<file path="src/rtl/mem_arb_pkg.sv">
`default_nettype none
// ---------------------------------------------------------------------------
// mem_arb_pkg : shared types and constants for the memory port arbiter
// Rev 1.0
// ---------------------------------------------------------------------------
package mem_arb_pkg;

  typedef enum logic [2:0] {
    ST_IDLE  = 3'd0,
    ST_IF_RD = 3'd1,
    ST_LS_RD = 3'd2,
    ST_LS_WR = 3'd3,
    ST_DONE  = 3'd4
  } state_t;

  typedef enum logic {
    GNT_IF  = 1'b0,
    GNT_LSB = 1'b1
  } grant_t;

  localparam logic [1:0] SZ_BYTE       = 2'd0;
  localparam logic [1:0] SZ_HALF       = 2'd1;
  localparam logic [1:0] SZ_WORD       = 2'd2;
  localparam logic [1:0] IO_HI_DEFAULT = 2'b11;

  // Size code 3 is folded onto a word access.
  function automatic logic [2:0] size_to_bytes(input logic [1:0] sz);
    case (sz)
      SZ_BYTE: return 3'd1;
      SZ_HALF: return 3'd2;
      default: return 3'd4;
    endcase
  endfunction

endpackage
`default_nettype wire

</file>
<file path="src/rtl/mem_byte_seq.sv">
`default_nettype none
// ---------------------------------------------------------------------------
// mem_byte_seq : walks a 1..4 byte little-endian access over the byte port
// Rev 1.0
// ---------------------------------------------------------------------------
module mem_byte_seq
  import mem_arb_pkg::*;
(
  input  logic        clk_in,
  input  logic        rst_in,
  input  logic        i_en,
  input  logic        i_start,
  input  logic        i_abort,
  input  logic [31:0] i_addr,
  input  logic [2:0]  i_n,
  input  logic        i_wr,
  input  logic [31:0] i_wdata,
  input  logic [7:0]  i_mem_din,
  output logic [31:0] o_mem_a,
  output logic [7:0]  o_mem_dout,
  output logic        o_mem_wr,
  output logic        o_last,
  output logic [31:0] o_rdata
);

  logic        r_busy;
  logic [1:0]  r_cnt;
  logic [2:0]  r_n;
  logic [31:0] r_base;
  logic        r_wr;
  logic [31:0] r_wdata;
  logic [31:0] r_buf;
  logic [31:0] r_mem_a;
  logic [7:0]  r_mem_dout;
  logic        r_mem_wr;

  logic [1:0]  w_cnt_nxt;
  logic [31:0] w_rdata;

  assign w_cnt_nxt  = r_cnt + 2'd1;
  assign o_last     = r_busy && ({1'b0, r_cnt} == (r_n - 3'd1));
  assign o_mem_a    = r_mem_a;
  assign o_mem_dout = r_mem_dout;
  assign o_mem_wr   = r_mem_wr;
  assign o_rdata    = w_rdata;

  // The byte for the current address is on i_mem_din at the edge that retires it.
  always_comb begin
    w_rdata = r_buf;
    w_rdata[{r_cnt, 3'b000} +: 8] = i_mem_din;
  end

  always_ff @(posedge clk_in or negedge rst_in) begin
    if (!rst_in) begin
      r_busy     <= 1'b0;
      r_cnt      <= 2'd0;
      r_n        <= 3'd0;
      r_base     <= 32'd0;
      r_wr       <= 1'b0;
      r_wdata    <= 32'd0;
      r_buf      <= 32'd0;
      r_mem_a    <= 32'd0;
      r_mem_dout <= 8'd0;
      r_mem_wr   <= 1'b0;
    end else if (i_en) begin
      if (i_start) begin
        r_busy     <= 1'b1;
        r_cnt      <= 2'd0;
        r_n        <= i_n;
        r_base     <= i_addr;
        r_wr       <= i_wr;
        r_wdata    <= i_wdata;
        r_buf      <= 32'd0;
        r_mem_a    <= i_addr;
        r_mem_dout <= i_wdata[7:0];
        r_mem_wr   <= i_wr;
      end else if (r_busy) begin
        if (i_abort) begin
          r_busy   <= 1'b0;
          r_mem_wr <= 1'b0;
        end else if (o_last) begin
          r_busy   <= 1'b0;
          r_mem_wr <= 1'b0;
          r_buf    <= w_rdata;
        end else begin
          r_cnt      <= w_cnt_nxt;
          r_buf      <= w_rdata;
          r_mem_a    <= r_base + {30'd0, w_cnt_nxt};
          r_mem_dout <= r_wdata[{w_cnt_nxt, 3'b000} +: 8];
          r_mem_wr   <= r_wr;
        end
      end
    end
  end

endmodule
`default_nettype wire

</file>
<file path="src/rtl/mem_arbiter.sv">
`default_nettype none
// ---------------------------------------------------------------------------
// mem_arbiter : shares the byte memory port between fetch and load/store
// Rev 1.0
// ---------------------------------------------------------------------------
module mem_arbiter
  import mem_arb_pkg::*;
#(
  parameter logic [1:0] IO_HI    = IO_HI_DEFAULT,
  parameter int         IF_BYTES = 4
) (
  input  logic        clk_in,
  input  logic        rst_in,
  input  logic        rdy_in,
  input  logic        clear,
  input  logic        io_buffer_full,
  input  logic        if_req,
  input  logic [31:0] if_addr,
  output logic        if_done,
  output logic [31:0] if_data,
  input  logic        lsb_req,
  input  logic        lsb_wr,
  input  logic [1:0]  lsb_size,
  input  logic [31:0] lsb_addr,
  input  logic [31:0] lsb_wdata,
  output logic        lsb_done,
  output logic [31:0] lsb_rdata,
  input  logic [7:0]  mem_din,
  output logic [7:0]  mem_dout,
  output logic [31:0] mem_a,
  output logic        mem_wr
);

  localparam logic [2:0] c_if_n = IF_BYTES[2:0];

  state_t      r_state;
  grant_t      r_last_grant;
  logic        r_if_done;
  logic        r_lsb_done;
  logic [31:0] r_if_data;
  logic [31:0] r_lsb_rdata;

  state_t      w_next_state;
  logic        w_start;
  logic        w_abort;
  logic        w_grant_lsb;
  logic        w_if_elig;
  logic        w_ls_elig;
  logic        w_finish;
  logic [31:0] w_seq_addr;
  logic [2:0]  w_seq_n;
  logic        w_seq_wr;
  logic        w_seq_mem_wr;
  logic        w_seq_last;
  logic [31:0] w_seq_rdata;

  // Stores into the IO window stall while the IO write buffer is full.
  assign w_if_elig = if_req;
  assign w_ls_elig = lsb_req &&
                     !(lsb_wr && io_buffer_full && (lsb_addr[17:16] == IO_HI));

  assign w_seq_addr = w_grant_lsb ? lsb_addr : if_addr;
  assign w_seq_n    = w_grant_lsb ? size_to_bytes(lsb_size) : c_if_n;
  assign w_seq_wr   = w_grant_lsb && lsb_wr;
  assign w_finish   = (w_next_state == ST_DONE) && (r_state != ST_DONE);

  always_comb begin
    w_next_state = r_state;
    w_start      = 1'b0;
    w_abort      = 1'b0;
    w_grant_lsb  = 1'b0;
    case (r_state)
      ST_IDLE: begin
        if (!clear && (w_if_elig || w_ls_elig)) begin
          w_start      = 1'b1;
          w_grant_lsb  = w_ls_elig && (!w_if_elig || (r_last_grant == GNT_IF));
          w_next_state = !w_grant_lsb ? ST_IF_RD : (lsb_wr ? ST_LS_WR : ST_LS_RD);
        end
      end
      ST_IF_RD, ST_LS_RD: begin
        if (clear) begin
          w_abort      = 1'b1;
          w_next_state = ST_IDLE;
        end else if (w_seq_last) begin
          w_next_state = ST_DONE;
        end
      end
      // A store already on the bus is committed and always runs to the end.
      ST_LS_WR: begin
        if (w_seq_last) w_next_state = ST_DONE;
      end
      ST_DONE: w_next_state = ST_IDLE;
      default: w_next_state = ST_IDLE;
    endcase
  end

  always_ff @(posedge clk_in or negedge rst_in) begin
    if (!rst_in) begin
      r_state      <= ST_IDLE;
      r_last_grant <= GNT_IF;
    end else if (rdy_in) begin
      r_state <= w_next_state;
      if (w_start) r_last_grant <= w_grant_lsb ? GNT_LSB : GNT_IF;
    end
  end

  always_ff @(posedge clk_in or negedge rst_in) begin
    if (!rst_in) begin
      r_if_done   <= 1'b0;
      r_lsb_done  <= 1'b0;
      r_if_data   <= 32'd0;
      r_lsb_rdata <= 32'd0;
    end else if (rdy_in) begin
      r_if_done  <= 1'b0;
      r_lsb_done <= 1'b0;
      if (w_finish) begin
        case (r_state)
          ST_IF_RD: begin
            r_if_done <= 1'b1;
            r_if_data <= w_seq_rdata;
          end
          ST_LS_RD: begin
            r_lsb_done  <= 1'b1;
            r_lsb_rdata <= w_seq_rdata;
          end
          default: r_lsb_done <= 1'b1;
        endcase
      end
    end
  end

  mem_byte_seq u_seq (
    .clk_in     (clk_in),
    .rst_in     (rst_in),
    .i_en       (rdy_in),
    .i_start    (w_start),
    .i_abort    (w_abort),
    .i_addr     (w_seq_addr),
    .i_n        (w_seq_n),
    .i_wr       (w_seq_wr),
    .i_wdata    (lsb_wdata),
    .i_mem_din  (mem_din),
    .o_mem_a    (mem_a),
    .o_mem_dout (mem_dout),
    .o_mem_wr   (w_seq_mem_wr),
    .o_last     (w_seq_last),
    .o_rdata    (w_seq_rdata)
  );

  // Gating with rdy_in keeps a frozen write cycle from landing twice.
  assign mem_wr    = w_seq_mem_wr & rdy_in;
  assign if_done   = r_if_done;
  assign if_data   = r_if_data;
  assign lsb_done  = r_lsb_done;
  assign lsb_rdata = r_lsb_rdata;

endmodule
`default_nettype wire

</file>
<file path="config.mk">
export PLATFORM = sky130hd
export DESIGN_NAME = mem_arbiter
export DESIGN_NICKNAME = d
export VERILOG_FILES = /design/src/rtl/mem_arb_pkg.sv /design/src/rtl/mem_byte_seq.sv /design/src/rtl/mem_arbiter.sv
export SDC_FILE = /design/constraint.sdc
export NUM_CORES = 1
export LEC_CHECK = 0
export ABC_AREA = 0
export CAP_MARGIN = 15
export CORE_ASPECT_RATIO = 0.6
export CORE_UTILIZATION = 55
export CTS_CLUSTER_SIZE = 16
export DETAILED_ROUTE_END_ITERATION = 12
export GPL_TIMING_DRIVEN = 1
export MAX_ROUTING_LAYER = met4
export PLACE_DENSITY = 0.82
export SYNTH_ARGS = -nofsm -noshare
export SYNTH_HDL_FRONTEND = slang
export SYNTH_SLANG_ARGS = --single-unit
</file>
<file path="constraint.sdc">
create_clock -name clk_in -period 8.9 [get_ports clk_in]
set_clock_uncertainty 0.2 [all_clocks]
set_input_delay 1.78 -clock clk_in [delete_from_list [all_inputs] [get_ports clk_in]]
set_output_delay 1.78 -clock clk_in [all_outputs]
set_load 0.1 [all_outputs]
</file>
# After elaboration in Yosys (flattened, before gate mapping)
# Cells that the tools add are included.
# W data, S select, Z words.
op_classes:
  mux: 44
  n_shift: 3
  n_addsub: 4
  n_eq_ne: 10
  bitwise: 2
  n_reduce_logical: 23
ops:
  columns: ["operator", "count"]
  rows:
  - ["$mux W32", 8]
  - ["$add A32 B2 Y32", 1]
  - ["$bwmux W32", 1]
  - ["$mux W8", 4]
  - ["$shift A8 B7 Y32 const A", 1]
  - ["$shiftx A32 B6 Y8", 1]
  - ["$shiftx A8 B7 Y32", 1]
  - ["$mux W1", 20]
  - ["$mux W3", 4]
  - ["$mux W2", 5]
  - ["$pmux W3 S3", 1]
  - ["$reduce_and A3 Y1", 3]
  - ["$logic_and A1 B1 Y1", 8]
  - ["$neg A5 Y7", 1]
  - ["$eq A3 B2 Y1 const B", 2]
  - ["$pmux W3 S2", 1]
  - ["$ne A2 B1 Y1 const B", 2]
  - ["$reduce_and A2 Y1", 2]
  - ["$reduce_and A4 Y1", 1]
  - ["$eq A2 B3 Y1", 1]
  - ["$eq A3 B1 Y1 const B", 1]
  - ["$eq A3 B3 Y1 const B", 1]
  - ["$logic_not A1 Y1", 3]
  - ["$logic_not A3 Y1", 1]
  - ["other kinds (11)", 12]
word_totals:
  in_bits: 114
  output_inout_bits: 107
  ff_bits: 214

# Depth between registers and ports, before layout
logic_depth:
  ltp_word: 11
  ltp_mapped: 9
  depth_no_buf: 8

# Modules after synthesis
# Synthesis repeated with hierarchy kept, for this count alone.
hier_totals:
  cells_unflattened: 996
  hier_area_um2: 10502.6
modules_own_cells:
  columns: ["module", "n_inst", "cells_per_inst", "area_each_um2"]
  rows:
  - ["mem_byte_seq", 1, 773, 7140.6]
  - ["mem_arbiter", 1, 223, 3362.0]

# Worst setup path after synthesis
# Ideal clock, no wire load.
synth_timing:
  kind: "input to output"
  startpoint: "input rdy_in"
  endpoint: "output mem_wr"
  setup_slack_ns: 3.837
  path_stages: 3
  path_buffers: 2
  arrival_time_ns: 3.083
  path_cell_list: "clkbuf_1 > clkbuf_1 > and2_1"
synth_between:
  elab_chain_cells: 1
synth_lines:
  columns: ["item", "line", "rtl"]
  rows:
  - ["start, declared", "mem_arbiter.sv:14", "input logic rdy_in,"]
  - ["$and A1 B1 Y1", "mem_arbiter.sv:151", "assign mem_wr = w_seq_mem_wr & rdy_in;"]
  - ["end, declared", "mem_arbiter.sv:31", "output logic mem_wr"]
# Every way passes these cells.

# Final worst setup path
# Same ends and word-level chain as after synthesis.

==> flow_summary.json <==
{
  "synthCells": 910,
  "num_io_pins": 221,
  "cp.required_ns": 6.92,
  "avgViaCountPerCell": 5.87,
  "ys_seq_area_share_pct": 51.9,
  "grtUsageTotal_pct": 29.8,
  "grt_pass1_vias": 7673,
  "synth-edff-count": 0,
  "yosys.area.top_type": "dfrtp_1",
  "crit_type": "in -> out",
  "setup_tns_ns": 0,
  "p_leak_nw": 6.00,
  "antenna_cells": 0,
  "final_cells": 1356,
  "vias": 7959,
  "wl_mm": 27.1,
  "hold_viol": 0,
  "end_kind": "primary output",
  "insertion_delay_ns": 0.51,
  "drive_gt1_share_pct": 15.0,
  "ys_seq_elements": 214,
  "hold_path.class": "reg -> reg",
  "regToRegSetupSlack_ns": 4.35,
  "fin_crit_sh_pct": 70.3,
  "critPathLaunch": "rdy_in",
  "synthDominantCellAreaShare_pct": 51.9,
  "io_buffers": 220,
  "finalInstanceArea_mm2": 0.0133,
  "grt-ovfl-total": 0,
  "ys_types": 55,
  "period_needed_ns": 6.26,
  "cts-root-buf": "clkbuf_16",
  "die_h_um": 108,
  "ctsHoldBuffers": 0,
  "status": "finished clean",
  "clk_pin_slew_worst_paths_ns": 0.07,
  "dp_hpwl_mm": 19.4,
  "critical_path_peak_fanout": 22,
  "yosysWarnings": 0,
  "drt_iter0_markers": 624,
  "grt_max_degree": 77,
  "grt_pass1_wl_mm": 43.0,
  "power_per_cell_area_mw_per_mm2": 310,
  "cts_tree": "done",
  "postCtsSetupRepairBufs": 0,
  "core_area_mm2": 0.0182,
  "area_growth_pct": 29.1,
  "max_slew_margin_pct": 24.3,
  "antenna_found_initial": 0,
  "max_freq_ghz": 0.160,
  "timing.rr.start": "u_seq.r_cnt[0]",
  "post-route-drc-count": 0,
  "critPathArrivalTime_ns": 4.28,
  "final_cell_mix": "clkdlybuf4s50_1 (219), dfrtp_1 (214), mux2_2 (101)",
  "synth_area_mm2": 0.0103,
  "dieArea_mm2": 0.0193,
  "fin_nets": 1227,
  "synth-async-reset-ratio_pct": 100,
  "start_util_pct": 56.6,
  "wl_per_cell_um": 20.0,
  "clkSinkCount": 214,
  "ys_dominant_reg_cell": "dfrtp_1",
  "rsz0062_at_grt": "false",
  "nFillCells": 1269,
  "cts_resized": 0,
  "gp_congestion": 0.890,
  "syn_area_per_cell_um2": 11.3,
  "syn_nets": 1033,
  "ant_nets": 0,
  "die_x_um": 179,
  "cts_buffers": 21,
  "layout_commonest_cell": "clkdlybuf4s50_1",
  "slew_violations": 0,
  "num_rows": 38,
  "setup_viol": 0,
  "placed_cell_area_mm2": 0.0127,
  "dr.pass1.iters": 5,
  "worstMarginPinSlew_ns": 1.13,
  "synthTopCellsByArea": "dfrtp_1 (52%), mux2_2 (11%), mux2i_1 (4.0%)",
  "hold_ws_ns": 0.289,
  "peakVddDrop_v": 0.000271,
  "dpl.cell_count": 1320,
  "fin_util_pct": 73.1,
  "min_from": "lsb_done",
  "drv_cap": 0,
  "htreeDepth": 1,
  "startpoint_type": "input pin",
  "cts.path.max_buffers": 3
}
## where the power goes
part / switching, W / internal [W]
clock network: 0.000371 / 0.000496
logic: 0.00119 / 0.000606
registers: 0.000238 / 0.00123
total: 0.00180 / 0.00233
## synth_stat cells (4+ instances only)
library cell,instances
nor4_1,4
nand2_1,99
a21o_1,17
mux2i_1,41
buf_1,7
a31o_2,4
clkbuf_2,9
inv_1,48
nor2_1,27
a21oi_1,17
ha_1,8
xnor2_1,13
dfrtp_1,214
mux2_2,101
a221o_1,12
and3_1,6
o21ai_0,70
a22o_1,33
nor2b_1,4
mux2_1,9
nor3_1,13
and4_1,6
o22ai_1,4
buf_2,13
nand3_1,14
clkbuf_1,29
xor2_1,15
mux4_2,8
nand4_1,16
a31oi_1,8
## final timing paths
check | to | cells after the start
worst max-delay path | mem_wr | 3
worst min-delay path | lsb_done | 1
worst max register to register | u_seq.o_mem_a[28] | 8
worst min register to register | lsb_done | 1
max in group asynchronous | u_seq.r_wdata[3] | 2
min in group asynchronous | lsb_rdata[31] | 1
## registers in the layout (all words and copies together) (netlist names)
name	flops
u_seq.o_mem_a	32
lsb_done	1
u_seq.r_wr	1
u_seq.o_mem_wr	1
r_state	3
if_done	1
u_seq.o_mem_dout	8
u_seq.r_wdata	32
u_seq.r_cnt	2
r_last_grant	1
u_seq.r_base	32
lsb_rdata	32
u_seq.r_busy	1
if_data	32
u_seq.r_n	3
u_seq.r_buf	32
## stage by stage
step / setup WS (ns) / total power [W]
after detailed placement: 2.68 / 0.00326
final: 2.64 / 0.00413
after global routing: 2.63 / 0.00433
after global placement: 2.70 / 0.00321
after CTS: 2.68 / 0.00414
after floorplan: 3.84 / 0.00276
## final cells by class
cell class | count | area, um^2 | share of cell area (%)
sequential | 214 | 5360 | 40.2
multi-input combinational | 588 | 4540 | 34.1
timing repair buffer | 231 | 2290 | 17.2
clock buffer | 30 | 599 | 4.50
tap | 240 | 300 | 2.26
inverter | 48 | 180 | 1.35
clock inverter | 5 | 56.3 | 0.423
## worst max-delay path, cell delays in order
cell             delay, ns
clkdlybuf4s50_1       1.13
and2_1                0.24
clkdlybuf4s50_1       1.13
## routing by layer
metal | share of wire (%) | global-route usage, % | wire length, um | vias up
met5 | 0 | - | 0 | -
met3 | 8.7 | 7.70 | 2360 | 29
met1 | 49 | 45.6 | 13300 | 3978
li1 | - | - | - | 3649
met4 | 1.5 | 5.75 | 420 | 0
met2 | 41 | 39.6 | 11000 | 303
## logic make-up after synthesis
kind of cell / Yosys count / synth area share, %
multiplexers: 159 / 17.7
buffers and inverters: 108 / 4.27
XOR/XNOR: 28 / 2.38
AND/OR/NAND/NOR: 202 / 9.74
adder cells (fa/ha/maj): 10 / 1.26
flip-flops: 214 / 51.9
AO/OA/AOI/OAI: 189 / 12.7
Note: power is estimated with default switching activity, not from simulation.
